===== config.mk =====
export PLATFORM = sky130hd
export DESIGN_NAME = cc_wrap_serializer
export DESIGN_NICKNAME = d
export VERILOG_FILES = /design/src/rtl/cc_wrap_serializer.sv
export SDC_FILE = /design/constraint.sdc
export NUM_CORES = 1
export LEC_CHECK = 0
export BUFFER_PORTS_ARGS = -buffer_cell sky130_fd_sc_hd__buf_2
export CORE_AREA = 5 5 228 230
export DETAILED_ROUTE_END_ITERATION = 12
export DIE_AREA = 0 0 233 235
export PLACE_DENSITY_LB_ADDON = 0.15
export SETUP_SLACK_MARGIN = 0.2
export SLEW_MARGIN = 20
export SYNTH_ARGS = -nofsm -noshare
export SYNTH_HDL_FRONTEND = slang
export SYNTH_SLANG_ARGS = --single-unit
export TNS_END_PERCENT = 5

===== constraint.sdc =====
create_clock -name clk -period 3.02 [get_ports clk]
set_input_delay 0.302 -clock clk [delete_from_list [all_inputs] [get_ports clk]]
set_output_delay 0.302 -clock clk [all_outputs]
set_load 0.02 [all_outputs]

===== src/rtl/cc_wrap_serializer.sv =====
// Cache-line to beat serializer: pops {mode, byte_ofs, line} from an FWFT FIFO and streams
// critical-beat-first WRAP or in-order INCR beats. Optional stall counter under CC_SER_PERF_EN.
module cc_wrap_serializer #(
    parameter int LINE_W = 512,
    parameter int BEAT_W = 64,
    localparam int NBEATS = LINE_W / BEAT_W,
    localparam int OFS_W  = $clog2(LINE_W / 8),
    localparam int IDX_W  = $clog2(NBEATS)
) (
    input  logic                      clk,
    input  logic                      rst_n,
    input  logic                      fifo_empty_i,
    input  logic [LINE_W+OFS_W:0]     fifo_rdata_i,
    output logic                      fifo_rden_o,
    output logic [BEAT_W-1:0]         rdata_o,
    output logic                      rlast_o,
    output logic                      rvalid_o,
    input  logic                      rready_i,
    output logic                      busy_o
`ifdef CC_SER_PERF_EN
    ,
    output logic [31:0]               stall_cnt_o
`endif
);

    typedef enum logic {
        IDLE = 1'b0,
        SEND = 1'b1
    } state_t;

    localparam logic [IDX_W-1:0] LAST_IDX = IDX_W'(NBEATS - 1);

    state_t             state_q, state_d;
    logic [LINE_W-1:0]  line_q;
    logic [IDX_W-1:0]   start_q;
    logic [IDX_W-1:0]   cnt_q, cnt_d;
    logic               mode_q;

    logic [IDX_W-1:0]   ptr;
    logic               pop;
    logic               last_beat;

    // FIFO word fields; only the beat-select bits of the byte offset matter.
    logic               in_mode;
    logic [IDX_W-1:0]   in_start;
    logic [LINE_W-1:0]  in_line;

    assign in_mode  = fifo_rdata_i[LINE_W+OFS_W];
    assign in_start = fifo_rdata_i[LINE_W+OFS_W-1 -: IDX_W];
    assign in_line  = fifo_rdata_i[LINE_W-1:0];

    generate
        if (OFS_W > IDX_W) begin : g_ofs_lsb
            logic ofs_lsb_unused;
            assign ofs_lsb_unused = ^fifo_rdata_i[LINE_W +: (OFS_W - IDX_W)];
        end
    endgenerate

    // Handshake: a beat transfers on rvalid_o && rready_i. While rvalid_o is high and
    // rready_i is low, rdata_o/rlast_o stay frozen and rvalid_o stays high. A pop happens
    // in IDLE whenever the FIFO is non-empty, or in SEND only on the last-beat transfer,
    // which reloads the line register so the next burst follows without a bubble.
    always_comb begin
        state_d     = state_q;
        cnt_d       = cnt_q;
        pop         = 1'b0;
        last_beat   = 1'b0;
        rvalid_o    = 1'b0;
        rlast_o     = 1'b0;
        busy_o      = 1'b0;
        rdata_o     = '0;
        ptr         = mode_q ? (start_q + cnt_q) : cnt_q;

        case (state_q)
            IDLE: begin
                if (rst_n && !fifo_empty_i) begin
                    pop     = 1'b1;
                    state_d = SEND;
                    cnt_d   = '0;
                end
            end
            SEND: begin
                rvalid_o  = 1'b1;
                busy_o    = 1'b1;
                last_beat = (cnt_q == LAST_IDX);
                rlast_o   = last_beat;
                rdata_o   = line_q[ptr*BEAT_W +: BEAT_W];
                if (rready_i) begin
                    if (last_beat) begin
                        cnt_d = '0;
                        if (rst_n && !fifo_empty_i) begin
                            pop = 1'b1;
                        end else begin
                            state_d = IDLE;
                        end
                    end else begin
                        cnt_d = cnt_q + IDX_W'(1);
                    end
                end
            end
            default: state_d = IDLE;
        endcase

        fifo_rden_o = pop;
    end

    always_ff @(posedge clk) begin
        if (!rst_n) begin
            state_q <= IDLE;
        end else begin
            state_q <= state_d;
        end
    end

    always_ff @(posedge clk) begin
        if (!rst_n) begin
            cnt_q   <= '0;
            line_q  <= '0;
            start_q <= '0;
            mode_q  <= 1'b0;
        end else begin
            cnt_q <= cnt_d;
            if (pop) begin
                line_q  <= in_line;
                start_q <= in_start;
                mode_q  <= in_mode;
            end
        end
    end

`ifdef CC_SER_PERF_EN
    logic [31:0] stall_q;

    // Saturating count of cycles where a beat is offered but not taken.
    always_ff @(posedge clk) begin
        if (!rst_n) begin
            stall_q <= '0;
        end else if (rvalid_o && !rready_i && (stall_q != 32'hFFFF_FFFF)) begin
            stall_q <= stall_q + 32'd1;
        end
    end

    assign stall_cnt_o = stall_q;
`endif

endmodule


==> results of run 1 <==
==> per-stage QoR <==
stage,total power [mW],hold slack [ns],instances,util [%]
floorplan,8.94,0.411,2505,-
global placement,9.68,0.434,3590,50.3
detailed placement,9.73,0.436,3590,50.3
CTS,17.6,0.0406,4226,65.5
global route,18.2,0.0947,4251,65.9
finish,17.6,0.0855,4251,65.9
==> state kept, by name (all words and copies together) (netlist names) <==
register and count:
state_q 1, line_q 512, cnt_q 3, start_q 3
mode_q 1
==> synthesized netlist by cell type (3+ instances only) <==
library cell	instances	share of area, %
nand2_1	1033	18
buf_2	22	0.51
buf_4	50	1.7
buf_1	9	0.16
mux4_2	128	13
a22o_1	64	2.6
o21ai_0	4	0.092
nor2b_1	3	0.086
inv_1	4	0.069
a32oi_1	3	0.12
clkbuf_1	116	2.0
o21ai_1	513	12
dfxtp_1	520	48
buf_6	19	0.99
ha_1	3	0.17
==> worst register-to-register path, cell delays in order (launching register included) <==
cell and delay (ns):
dfxtp_2 0.35, buf_4 0.14, ha_1 0.16, ha_2 0.21, a21boi_2 0.08, nor3b_4 0.28, buf_12 0.30, buf_4 0.51
nand2_1 0.14, o21ai_1 0.11
==> routing by layer <==
layer	GRT usage [%]	part of all wire, %	vias up
li1	-	-	10500
met3	5.59	7.5	298
met1	35.2	39	10300
met5	0	0	-
met2	46.0	48	1086
met4	14.4	5.3	0
==> timing repair <==
item | 4_1_cts | 5_1_grt
hold endpoints to repair | 517 | 0
resized for setup | 48 | 29
setup buffers | 13 | 1
hold buffers | 517 | 0
gates cloned | 6 | 3
setup endpoints to repair | 65 | 65
pin swaps | 22 | 14
==> path summary, 6_finish.rpt <==
| kind | start | to | slack [ns] | cells past startpoint |
|---|---|---|---|---|
| worst min register to register | line_q[179] | line_q[179] | 0.44 | 2 |
| worst min-delay path | rready_i | cnt_q[0] | 0.09 | 3 |
| worst max-delay path | start_q[0] | rdata_o[50] | -0.39 | 10 |
| worst max register to register | cnt_q[0] | line_q[365] | 0.66 | 9 |
==> area by class of cell <==
cell class	instances	area [um^2]	area share [%]
Antenna cell	21	52.6	0.160
Clock buffer	74	1600	4.89
Clock inverter	26	350	1.07
Inverter	4	15.0	0.0459
Multi-Input combinational cell	1765	10200	31.1
Sequential cell	520	10400	31.8
Tap cell	672	841	2.57
Timing Repair Buffer	1169	9300	28.4
==> power by group <==
| part | total [mW] | internal, mW | switching (mW) |
|---|---|---|---|
| registers | 7.62 | 7.34 | 0.274 |
| clock network | 7.25 | 4.39 | 2.86 |
| logic | 2.72 | 1.47 | 1.25 |
| total | 17.6 | 13.2 | 4.39 |
==> logic make-up (layout without fill, tap and decap cells) <==
family | after synthesis | count (layout) | share of synthesized area, %
other cells | 0 | 21 | 0
simple gates | 1042 | 1042 | 18.2
compound gates | 589 | 589 | 14.8
xor+xnor | 1 | 1 | 0.0404
mux | 129 | 129 | 13.3
flops | 520 | 520 | 48.0
fa+ha+maj | 4 | 4 | 0.265
buf+inv | 220 | 1273 | 5.45
==> impl_metrics.csv, run 1 <==
group,metric,value,unit
setup_path,worst-setup-path-type,"reg2out",
final_layout,drive_above_1_share,25.0,%
cts,clk_pin_slew,0.06,ns
drt,drt_iter0_markers,1821,
setup_path,crit_path_start_kind,"register",
floorplanning,die_h,235,um
status,status,"complete, but fails checks",
timing,rsz0062_at_grt,"true",
drt,routed_wirelength,80.9,mm
synthesis,syn_area,0.0217,mm^2
cts,cts_buffers,55,
setup_path,worstSetupEndpointType,"output port",
floorplanning,initial_core_util,43.7,%
synthesis,synthDistinctLibCells,26,
place,hpwl,49.1,mm
cts,insertion_delay,0.60,ns
timing,period_share,113,%
drt,vias_per_cell,5.22,
timing,relSlewSlack,15.3,%
final_layout,final_common_cell,"nand2_1",
setup_path,worstPathArrival,3.11,ns
final_layout,final_area,0.0327,mm^2
synthesis,synth_edf_count,0,
cts,cts.sinks,520,
cts,clockBufferDepth,3,
drt,wl_per_cell,19.0,um
place,placed_cell_area,0.0250,mm^2
global_routing,first_global_vias,22700,
cts,cts_root_buffer,"clkbuf_16",
final_layout,n_fill_cell,3802,
floorplanning,core,0.0497,mm^2
synthesis,yosys_register_bits,520,
drt,final_antenna_net_count,0,
synthesis,syn_area_per_cell,8.67,um^2
cts,htreeDepth,2,
global_routing,antenna_found_initial,20,
cts,cts_tree,"done",
place,io_buffers,587,
synthesis,async_reset_ff_share,0,%
setup_path,cp_max_fo,11,
synthesis,synthCells,2505,
place,place.gp.congestion,0.886,
global_routing,grt_overflow,0,
timing,min_period,3.41,ns
final_layout,nets,4042,
drt,drc,0,
floorplanning,io_pins,591,
power,vdd_drop_max,0.000511,V
floorplanning,dieArea,0.0548,mm^2
setup_path,slowest_stage,"mux4_2",
drt,dr.pass1.iters,6,
floorplanning,die_w,233,um
global_routing,grt.total_usage,28.1,%
global_routing,grt_pass1_wl,124,mm
timing,maxSlewViolCount,0,
setup_path,slowest_delay,0.53,ns
timing,fmax,293,MHz
floorplanning,rows,82,
timing,setup_viol,64,
drt,vias,22200,
status,failed_checks,"negative setup slack",
final_layout,final_cell_mix,"nand2_1 (1,032), buf_2 (562), dlygate4sd3_1 (517), dfxtp_1 (516), o21ai_1 (512)",
power,leakagePower,13.5,nW
setup_path,critPathRequiredTime,2.72,ns
power,p_per_area,537,mW/mm^2
timing,setup_ws,-0.393,ns
synthesis,ys_seq_area_share,48.0,%
worst_hold_path,hold_class,"in2reg",
final_layout,area_delta_synth_final,50.9,%
synthesis,yosysWarnings,0,
job,cap_violations,0,
setup_path,path_buf_inv,4,
setup_path,cpLargestDelayFamily,"adder cells",
timing,hold_viol_final,0,
place,dp_slack,0.0977,ns
synthesis,synth_nets,3032,
setup_path,path_cells,"ha_4 > inv_2 > fa_1 > nand2_2 > o21ai_4 > buf_4 > buf_12 > mux4_2 > a22o_1 > buf_2",
global_routing,grt_max_degree,251,
synthesis,ys.flop_type,"dfxtp_1",
timing,fin_skew,0.00619,ns
timing,fin_setup_tns,-20.13,ns
timing,tightest_slew,1.27,ns
(Power assumes the default switching activity.)
==> inputs of run 2 (changes only) <==
Settings changed: BUFFER_PORTS_ARGS -buffer_cell sky130_fd_sc_hd__buf_2 to -buffer_cell sky130_fd_sc_hd__clkbuf_2.
==> impl_metrics.csv, run 2 (synthesized netlist as in run 1, its figures left out) <==
group,metric,value,unit
setup_path,cp_num_cells,11,
final_layout,multi_input_area,0.0102,mm^2
final_layout,instances_no_fill,4247,
place,placed_cell_area,0.0250,mm^2
drt,drt_iter0_markers,2027,
timing,fmax,295,MHz
status,failed_checks,"negative setup slack",
floorplanning,dieArea,0.0548,mm^2
setup_path,reg2reg_from,"cnt_q[0]",
power,p_per_area,539,mW/mm^2
final_layout,reg_top3,"line_q x512, cnt_q x3, start_q x3",
timing,min_period,3.39,ns
final_layout,final_area,0.0329,mm^2
power,leakagePower,13.8,nW
final_layout,drive_above_1_share,25.2,%
floorplanning,rows,82,
final_layout,nets,4043,
cts,htreeDepth,2,
timing,fin_setup_tns,-17.55,ns
floorplanning,die_w,233,um
floorplanning,core,0.0497,mm^2
drt,routed_wirelength,81.1,mm
setup_path,worst-setup-path-type,"reg2out",
timing,hold_viol_final,0,
floorplanning,initial_core_util,43.7,%
drt,vias,22200,
setup_path,cpLargestDelayFamily,"adder cells",
final_layout,final_cell_mix,"nand2_1 (1,032), clkbuf_2 (534), dfxtp_1 (516), dlygate4sd3_1 (514), o21ai_1 (512)",
cts,cts_buffers,55,
global_routing,grt_overflow,0,
timing,maxSlewViolCount,0,
power,power,17.7,mW
setup_path,reg2reg_depth,9,
setup_path,worstSetupEndpointType,"output port",
cts,cts_root_buffer,"clkbuf_16",
global_routing,antenna_found_initial,15,
setup_path,slowest_delay,0.53,ns
timing,tightest_slew,1.17,ns
timing,relSlewSlack,21.8,%
timing,period_share,112,%
setup_path,slowest_stage,"mux4_2",
timing,setup_viol,64,
setup_path,path_buf_inv,5,
final_layout,seq_area,0.0104,mm^2
cts,cts_tree,"done",
status,status,"complete, but fails checks",
global_routing,grt_max_degree,221,
final_layout,final_common_cell,"nand2_1",
setup_path,crit_path_start_kind,"register",
global_routing,first_global_vias,22500,
place,dp_cells,3590,
final_layout,largest_reg_flops,512,
timing,rsz0062_at_grt,"true",
drt,dr.pass1.iters,6,
final_layout,area_delta_synth_final,51.6,%
drt,vias_per_cell,5.22,
floorplanning,die_h,235,um
final_layout,n_fill_cell,3797,
drt,final_antenna_net_count,0,
setup_path,regToRegEndpoint,"line_q[165]",
place,hpwl,49.7,mm
drt,wl_per_cell,19.1,um
setup_path,path_cells,"ha_4 > inv_2 > fa_1 > nand2_2 > o21ai_4 > buf_12 > buf_12 > buf_16 > mux4_2 > a22o_1 > buf_6",
final_layout,top_register,"line_q",
drt,drc,0,
job,cap_violations,0,
global_routing,grt_pass1_wl,125,mm
setup_path,worstPathArrival,3.09,ns
setup_path,critPathMostFrequentCell,"buf_12",
setup_path,rrSetupSlack,0.79,ns
timing,setup_ws,-0.372,ns
place,place.gp.congestion,0.883,
worst_hold_path,hold_class,"in2reg",
power,vdd_drop_max,0.000454,V
cts,cts.sinks,520,
cts,clk_pin_slew,0.06,ns
setup_path,cp_max_fo,5,
cts,insertion_delay,0.60,ns
floorplanning,io_pins,591,
setup_path,critPathRequiredTime,2.72,ns
global_routing,grt.total_usage,28.4,%
worst_hold_path,whs_path_depth,3,
setup_path,cp-startpoint,"start_q[0]",
cts,clockBufferDepth,3,
setup_path,cp-endpoint,"rdata_o[49]",
timing,fin_skew,0.0238,ns
place,io_buffers,587,
run 2: cell count changes in the layout (fill, tap and decap cells not counted), sizes merged:
cell / previous run / this run
clkinvlp: 5 / 1
clkbuf: 76 / 617
diode: 21 / 16
bufbuf: 0 / 1
buf: 650 / 111
clkinv: 13 / 15
inv: 4 / 6
dlygate4sd3: 517 / 514
bufinv: 8 / 9
run 2: stage by stage:
step / utilization, % / worst slack (ns) / hold slack (ns)
3_5_place_dp: 50.3 / 0.0513 / 0.437
5_1_grt: 66.3 / -0.476 / 0.00765
2_1_floorplan: - / 0.305 / 0.411
6_report: 66.3 / -0.372 / 0.0251
3_3_place_gp: 50.3 / 0.0600 / 0.432
4_1_cts: 66.0 / -0.415 / 0.000685
run 2: per-layer routing:
metal	GRT usage [%]	vias to the layer above	share of wire [%]	routed length, um
li1	-	10500	-	-
met1	36.1	10300	40	32400
met2	46.2	1102	47	38200
met3	5.57	303	7.6	6210
met4	14.2	2	5.4	4350
met5	0	-	0.020	16
run 2: repair_timing:
item / in CTS / in global routing
pin swaps: 10 / 19
setup endpoints to repair: 65 / 65
hold buffers: 514 / 0
gates resized for setup: 55 / 79
buffers inserted: 17 / 1
endpoints found under the hold margin: 514 / 0
gates cloned: 9 / 0
run 2: cell type report:
cell class / instances / share of cell area (%)
Multi-Input combinational cell: 1765 / 31.0
Sequential cell: 520 / 31.6
Clock inverter: 27 / 1.14
Tap cell: 672 / 2.55
Clock buffer: 73 / 4.88
Inverter: 4 / 0.0456
Antenna cell: 16 / 0.122
Timing Repair Buffer: 1170 / 28.6
run 2: how the worst min path moves through the flow:
stage                      startpoint          end  slack, ns
detailed placement        line_q[404]  line_q[404]       0.44
global route        fifo_rdata_i[122]  line_q[122]      0.008
floorplan           fifo_rdata_i[364]  line_q[364]       0.41
CTS                 fifo_rdata_i[394]  line_q[394]     0.0007
finish              fifo_rdata_i[394]  line_q[394]       0.03
global placement          line_q[187]  line_q[187]       0.43
run 2: where the power goes:
part	internal, mW	switching (mW)
Clock	4.50	2.87
Combinational	1.50	1.26
Sequential	7.34	0.280
Total	13.3	4.41
run 2: worst reg2reg max path, stage by stage (launching register included):
cell and delay, ns:
dfxtp_2 0.34, buf_4 0.14, ha_1 0.16, ha_2 0.20, a21boi_2 0.08, nor3b_4 0.25, buf_4 0.24, buf_12 0.39
nand2_1 0.27, o21ai_1 0.10
